## src/rtl/write_back_block.sv

```systemverilog
// write_back_block: registered write-back result for the register file.
// Define WB_DOUBLE_REG_EN to add a second register stage (latency 2 instead of 1).
module write_back_block #(
   parameter int               WIDTH       = 8,
   parameter logic [WIDTH-1:0] RESET_VALUE = '0
) (
   input  logic             clk,
   input  logic             reset,
   input  logic [WIDTH-1:0] mux_ans_dm,
   output logic [WIDTH-1:0] ans_wb
);
`ifdef WB_DOUBLE_REG_EN
   logic [WIDTH-1:0] stage1;
   // reset clears both stages so no in-flight value survives it
   always_ff @(posedge clk) begin
      if (!reset) begin
         stage1 <= RESET_VALUE;
         ans_wb <= RESET_VALUE;
      end else begin
         stage1 <= mux_ans_dm;
         ans_wb <= stage1;
      end
   end
`else
   always_ff @(posedge clk)
      ans_wb <= !reset ? RESET_VALUE : mux_ans_dm;
`endif
endmodule

```

## config.mk

```make
export PLATFORM = sky130hd
export DESIGN_NAME = write_back_block
export DESIGN_NICKNAME = d
export VERILOG_FILES = /design/src/rtl/write_back_block.sv
export SDC_FILE = /design/constraint.sdc
export NUM_CORES = 1
export LEC_CHECK = 0
export CAP_MARGIN = 10
export CORE_AREA = 2 2 39 41
export CTS_CLUSTER_DIAMETER = 50
export DETAILED_ROUTE_END_ITERATION = 10
export DIE_AREA = 0 0 41 43
export SYNTH_ARGS = -nofsm -noshare
export SYNTH_HDL_FRONTEND = slang
export SYNTH_SLANG_ARGS = --single-unit
```

## constraint.sdc

```tcl
create_clock -name clk -period 1.07 [get_ports clk]
set_clock_uncertainty 0.05 [all_clocks]
set_input_delay 0.214 -clock clk [delete_from_list [all_inputs] [get_ports clk]]
set_output_delay 0.214 -clock clk [all_outputs]
set_load 0.05 [all_outputs]
```

==> metrics.md, run 1 <==
| Metric | Value |
|---|---|
| Status | `finished, final reports clean` |
| Main synth FF type | `dfxtp_1` |
| VDD IR-drop max | `0.000495 V` |
| Fin cells | `52` |
| TritonCTS clock tree | `built` |
| Cell taking the most area after synthesis | `dfxtp_1` |
| Post-synthesis cell count | `16` |
| Crit. End Element | `output port` |
| Commonest cells post-synth | `and2_1, dfxtp_1` |
| Setup Fix Bufs, Post-CTS | `0` |
| Share of post-route cells with drive strength above 1 | `0.306` |
| Max FFs per register | `8` |
| Row count | `14` |
| Max Cap Violations | `0` |
| Mux contribution to synthesized area | `0` |
| RSZ-0062 raised after global routing | `no` |
| Die area | `1760 um2` |
| Top Family by Delay on Critical Path | `flip-flops` |
| M2 GR Usage | `0.0531` |
| DR vias | `164` |
| Levels on crit path | `1` |
| Critical path's largest stage delay | `about 0.36 ns` |
| EDFF count, synth | `0` |
| Initial core utilization | `0.152` |
| Largest regs | `ans_wb x8` |
| Final setup viols | `0` |
| Post-Synth Adder-Cell Area | `0` |
| Antenna viol nets, final | `0` |
| Tcrit/Tclk final | `0.949` |
| Global route overflow | `0` |
| Gr usage total | `0.0625` |
| Final hold slack | `between 0.4 and 0.5 ns` |
| GRT busiest layer | `met4` |
| Yosys top cell area share | `0.762` |
| Normalized max-slew margin | `0.886` |
| Worst-margin pin slew | `0.170 ns` |
| Largest family of logic cells by synthesized area | `simple AND/OR/NAND/NOR gates` |
| Vias per inst | `3.15` |
| Initial antenna violation count | `0` |
| CTS-repair resized insts | `0` |
| XOR/XNOR Fraction of Synth Area | `0` |
| Worst Setup SP | `ans_wb[2]` |
| Critical Path Start Type | `register` |
| Ys async rst share | `0` |
| Yosys synthesis warning count | `0` |
| Detailed Route WL | `432 um` |
| Core Region | `approximately 1400 um2` |
| Drt wl/cell | `just over 8 um` |
| Die Height | `43 um` |
| CTS H-tree lvls | `1` |
| Synth Area in Simple Gates | `0.238` |
| Internal power | `537 uW` |
| First-pass GRT wire length | `between 600 and 700 um` |
| Largest net degree at the start of global routing | `9` |
| CP max stage cell | `dfxtp_1` |
| Sw frac | `0.248` |
| Sink Count | `8` |
| Synth Area in Compound Gates | `0` |
| F_max | `0.985 GHz` |
| Largest Register | `ans_wb` |
| Pwr/cell area | `approximately 1400 nW/um2` |
| Final Util | `0.363` |
| Clock-pin slew on the worst setup and hold paths | `roughly 0.050 ns` |
| Min-Delay Path Class | `in2reg` |
| DRC | `0` |
| Crit path kind | `reg2out` |
| Crit-path cells | `buf_12` |
| I/O Pins | `18` |
| First-pass iteration count of the detailed router | `3` |
| DRT iter0 DRCs | `1` |
| Area delta synth->final | `139%` |
| Met1 usage | `0.0717` |
| DP Cell Count | `49` |
| Synth top area cells | `dfxtp_1, and2_1` |
| Crit path DAT | `between 0.7 and 0.8 ns` |
| # diodes | `0` |
| Setup TNS | `0 ns` |
| Net Sw Power | `between 150 and 200 uW` |
| CTS Buf Count | `3` |
| Worst Path Buf+Inv | `1` |
| Final Slew Violations | `0` |
| Hold-fix buffers, CTS | `0` |
| Clock power frac | `0.311` |
| Logic pwr share | `0.230` |
| Netlist cell types | `2` |
| DIE WIDTH | `just over 40 um` |
| Vias in the first global route | `164` |
| I/O Buffers | `17` |
| Clock buffer depth | `2` |
| Leakage power | `between 0.0002 and 0.00025 uW` |
| Data required, critical path | `0.81 ns` |
| Flop pwr share | `0.459` |
| Syn_area_per_cell | `13.1 um2` |
| Number of synthesized register bits | `8` |
| Crit path max fanout | `1` |
| Met3 Resource Use GR | `0.0419` |
| NumNets Final | `between 40 and 50` |
| Syn Std Cell Area | `around 210 um2` |
| Root buf cell | `clkbuf_4` |
| Worst setup path end | `ans_wb[2]` |
| GPL Wtd Cong | `approximately 0.61` |
| Sequential cell area fraction in the yosys report | `0.762` |
| Minimum clock period | `between 1 and 1.5 ns` |
| Syn nets | `26` |
| Final Hold Viols | `0` |
## how the worst min path moves through the flow
| stage | startpoint | endpoint | slack, ns | cells past startpoint |
|---|---|---|---|---|
| after floorplan | reset | ans_wb[0] | 0.29 | 1 |
| after global placement | ans_wb[4] | ans_wb[4] | 0.61 | 1 |
| after detailed placement | ans_wb[7] | ans_wb[7] | 0.61 | 1 |
| after CTS | mux_ans_dm[6] | ans_wb[6] | 0.47 | 2 |
| after global routing | mux_ans_dm[4] | ans_wb[4] | 0.49 | 2 |
| final | mux_ans_dm[6] | ans_wb[6] | 0.47 | 2 |
## cell usage in the layout, fill, tap and decap left out
| master | count |
|---|---|
| clkdlybuf4s50_1 | 9 |
| and2_1 | 8 |
| dfxtp_1 | 8 |
| buf_12 | 8 |
| clkbuf_4 | 3 |
## area by class of cell
class                           count  area, um2
Multi-Input combinational cell      8       50.0
Tap cell                           16       20.0
Timing Repair Buffer               17        250
Clock buffer                        3       22.5
Sequential cell                     8        160
Fill cell                         134        881
## cell families after synthesis
group	count (synthesis)
DFF	8
and+or+nand+nor	8
## routing by layer
metal,up-vias,wire (um)
met4,0,0
met3,0,79
met1,58,201
met2,18,151
li1,88,-
met5,-,0
## power groups by stage
stage          clock network [uW]  registers, uW  logic, uW
2_1_floorplan                   0            382       9.59
5_1_grt                       240            329        172
3_3_place_gp                    0            334        165
3_5_place_dp                    0            334        166
6_report                      222            328        164
4_1_cts                       230            328        166
## metrics by stage
step	worst slack, ns	cell area (um2)	power, uW
floorplan	0.219	210	391
global placement	0.0363	480	499
detailed placement	0.00534	480	500
CTS	0.0428	503	724
global route	0.0266	503	740
finish	0.0543	503	714
Note: power is estimated with default switching activity, not from simulation.
==> run 2: changes to the inputs <==
- PLACE_DENSITY: not set -> 0.58
==> metrics.md, run 2 (same netlist as run 1, synthesis figures left out) <==
| Metric | Value |
|---|---|
| Crit path kind | `reg2out` |
| F_max | `between 0.9 and 1 GHz` |
| DIE WIDTH | `just over 40 um` |
| Global route overflow | `0` |
| Max FFs per register | `8` |
| TritonCTS clock tree | `built` |
| NumNets Final | `48` |
| I/O Buffers | `17` |
| Status | `finished, final reports clean` |
| Core Region | `~1400 um2` |
| Antenna viol nets, final | `0` |
| Die Height | `43 um` |
| Max Cap Violations | `0` |
| CTS H-tree lvls | `1` |
| Row count | `14` |
| Clock buffer depth | `2` |
| VDD IR-drop max | `between 0.0005 and 0.0006 V` |
| Clock-pin slew on the worst setup and hold paths | `around 0.050 ns` |
| Final Slew Violations | `0` |
| Largest regs | `ans_wb x8` |
| Commonest cells after routing, fill and taps aside | `clkdlybuf4s50_1, and2_1, dfxtp_1, buf_12, clkbuf_4` |
| Crit-path cells | `buf_12` |
| Setup Fix Bufs, Post-CTS | `0` |
| Gr usage total | `0.0633` |
| CP max stage cell | `dfxtp_1` |
| Crit path max fanout | `1` |
| Detailed Route WL | `about 450 um` |
| Leakage power | `roughly 0.00021 uW` |
| First-pass GRT wire length | `~650 um` |
| Largest Register | `ans_wb` |
| Worst-margin pin slew | `between 0.15 and 0.2 ns` |
| DRC | `0` |
| DR vias | `roughly 180` |
| Pwr/cell area | `1420 nW/um2` |
| Crit. End Element | `output port` |
| I/O Pins | `18` |
| Fillers | `141` |
| Root buf cell | `clkbuf_4` |
| Setup TNS | `0 ns` |
| Worst Path Buf+Inv | `1` |
| Die area | `approximately 1800 um2` |
| Vias in the first global route | `151` |
| Data required, critical path | `0.81 ns` |
| Sink Count | `8` |
| CTS-repair resized insts | `0` |
| Final Hold Viols | `0` |
| Initial core utilization | `0.152` |
| Vias per inst | `~3.4` |
| Drt wl/cell | `8.62 um` |
| Critical path's largest stage delay | `0.37 ns` |
| Critical Path Start Type | `register` |
| Share of post-route cells with drive strength above 1 | `0.306` |
| Area delta synth->final | `139%` |
| RSZ-0062 raised after global routing | `no` |
| Initial antenna violation count | `0` |
| GPL Wtd Cong | `0.595` |
| Min-Delay Path Class | `in2reg` |
| First-pass iteration count of the detailed router | `1` |
| Crit path DAT | `~0.76 ns` |
| Final setup viols | `0` |
| # diodes | `0` |
| Normalized max-slew margin | `0.888` |
| Minimum clock period | `1.03 ns` |
| Largest net degree at the start of global routing | `9` |
| Top Family by Delay on Critical Path | `flip-flops` |
| Most common library cell in the layout ignoring fill and taps | `clkdlybuf4s50_1` |
| CTS Buf Count | `3` |
| Hold-fix buffers, CTS | `0` |
| DRT iter0 DRCs | `0` |
| Final hold slack | `~0.47 ns` |
| Tcrit/Tclk final | `0.959` |
[run 2: through the flow]
stage	setup slack (ns)	power, uW	instance area, um2	util	std cells
CTS	0.0313	726	503	0.363	52
global route	0.0238	742	503	0.363	52
finish	0.0444	713	503	0.363	52
global placement	0.0345	499	480	0.347	49
detailed placement	0.00949	501	480	0.347	49
floorplan	0.219	391	210	-	16
[run 2: area by class of cell]
| class | instances | area, um2 | area share |
|---|---|---|---|
| Clock buffer | 3 | 22.5 | 0.0448 |
| Tap cell | 16 | 20.0 | 0.0398 |
| Sequential cell | 8 | 160 | 0.318 |
| Timing Repair Buffer | 17 | 250 | 0.498 |
| Multi-Input combinational cell | 8 | 50.0 | 0.0995 |
[run 2: final timing paths]
path | start | to | slack (ns) | cells past startpoint
hold / removal | mux_ans_dm[6] | ans_wb[6] | 0.47 | 2
setup / recovery | ans_wb[6] | ans_wb[6] | 0.04 | 1
[run 2: power by group]
part	switching [uW]	internal (uW)
clock	92.1	128
sequential	13.4	315
combinational	70.3	94.0
[run 2: layer usage]
metal	part of all wire	track usage	vias to the layer above
met3	0.15	0.0471	0
met4	0	0.0600	0
met1	0.46	0.0774	70
met5	0	0	-
li1	-	-	88
met2	0.40	0.0656	18
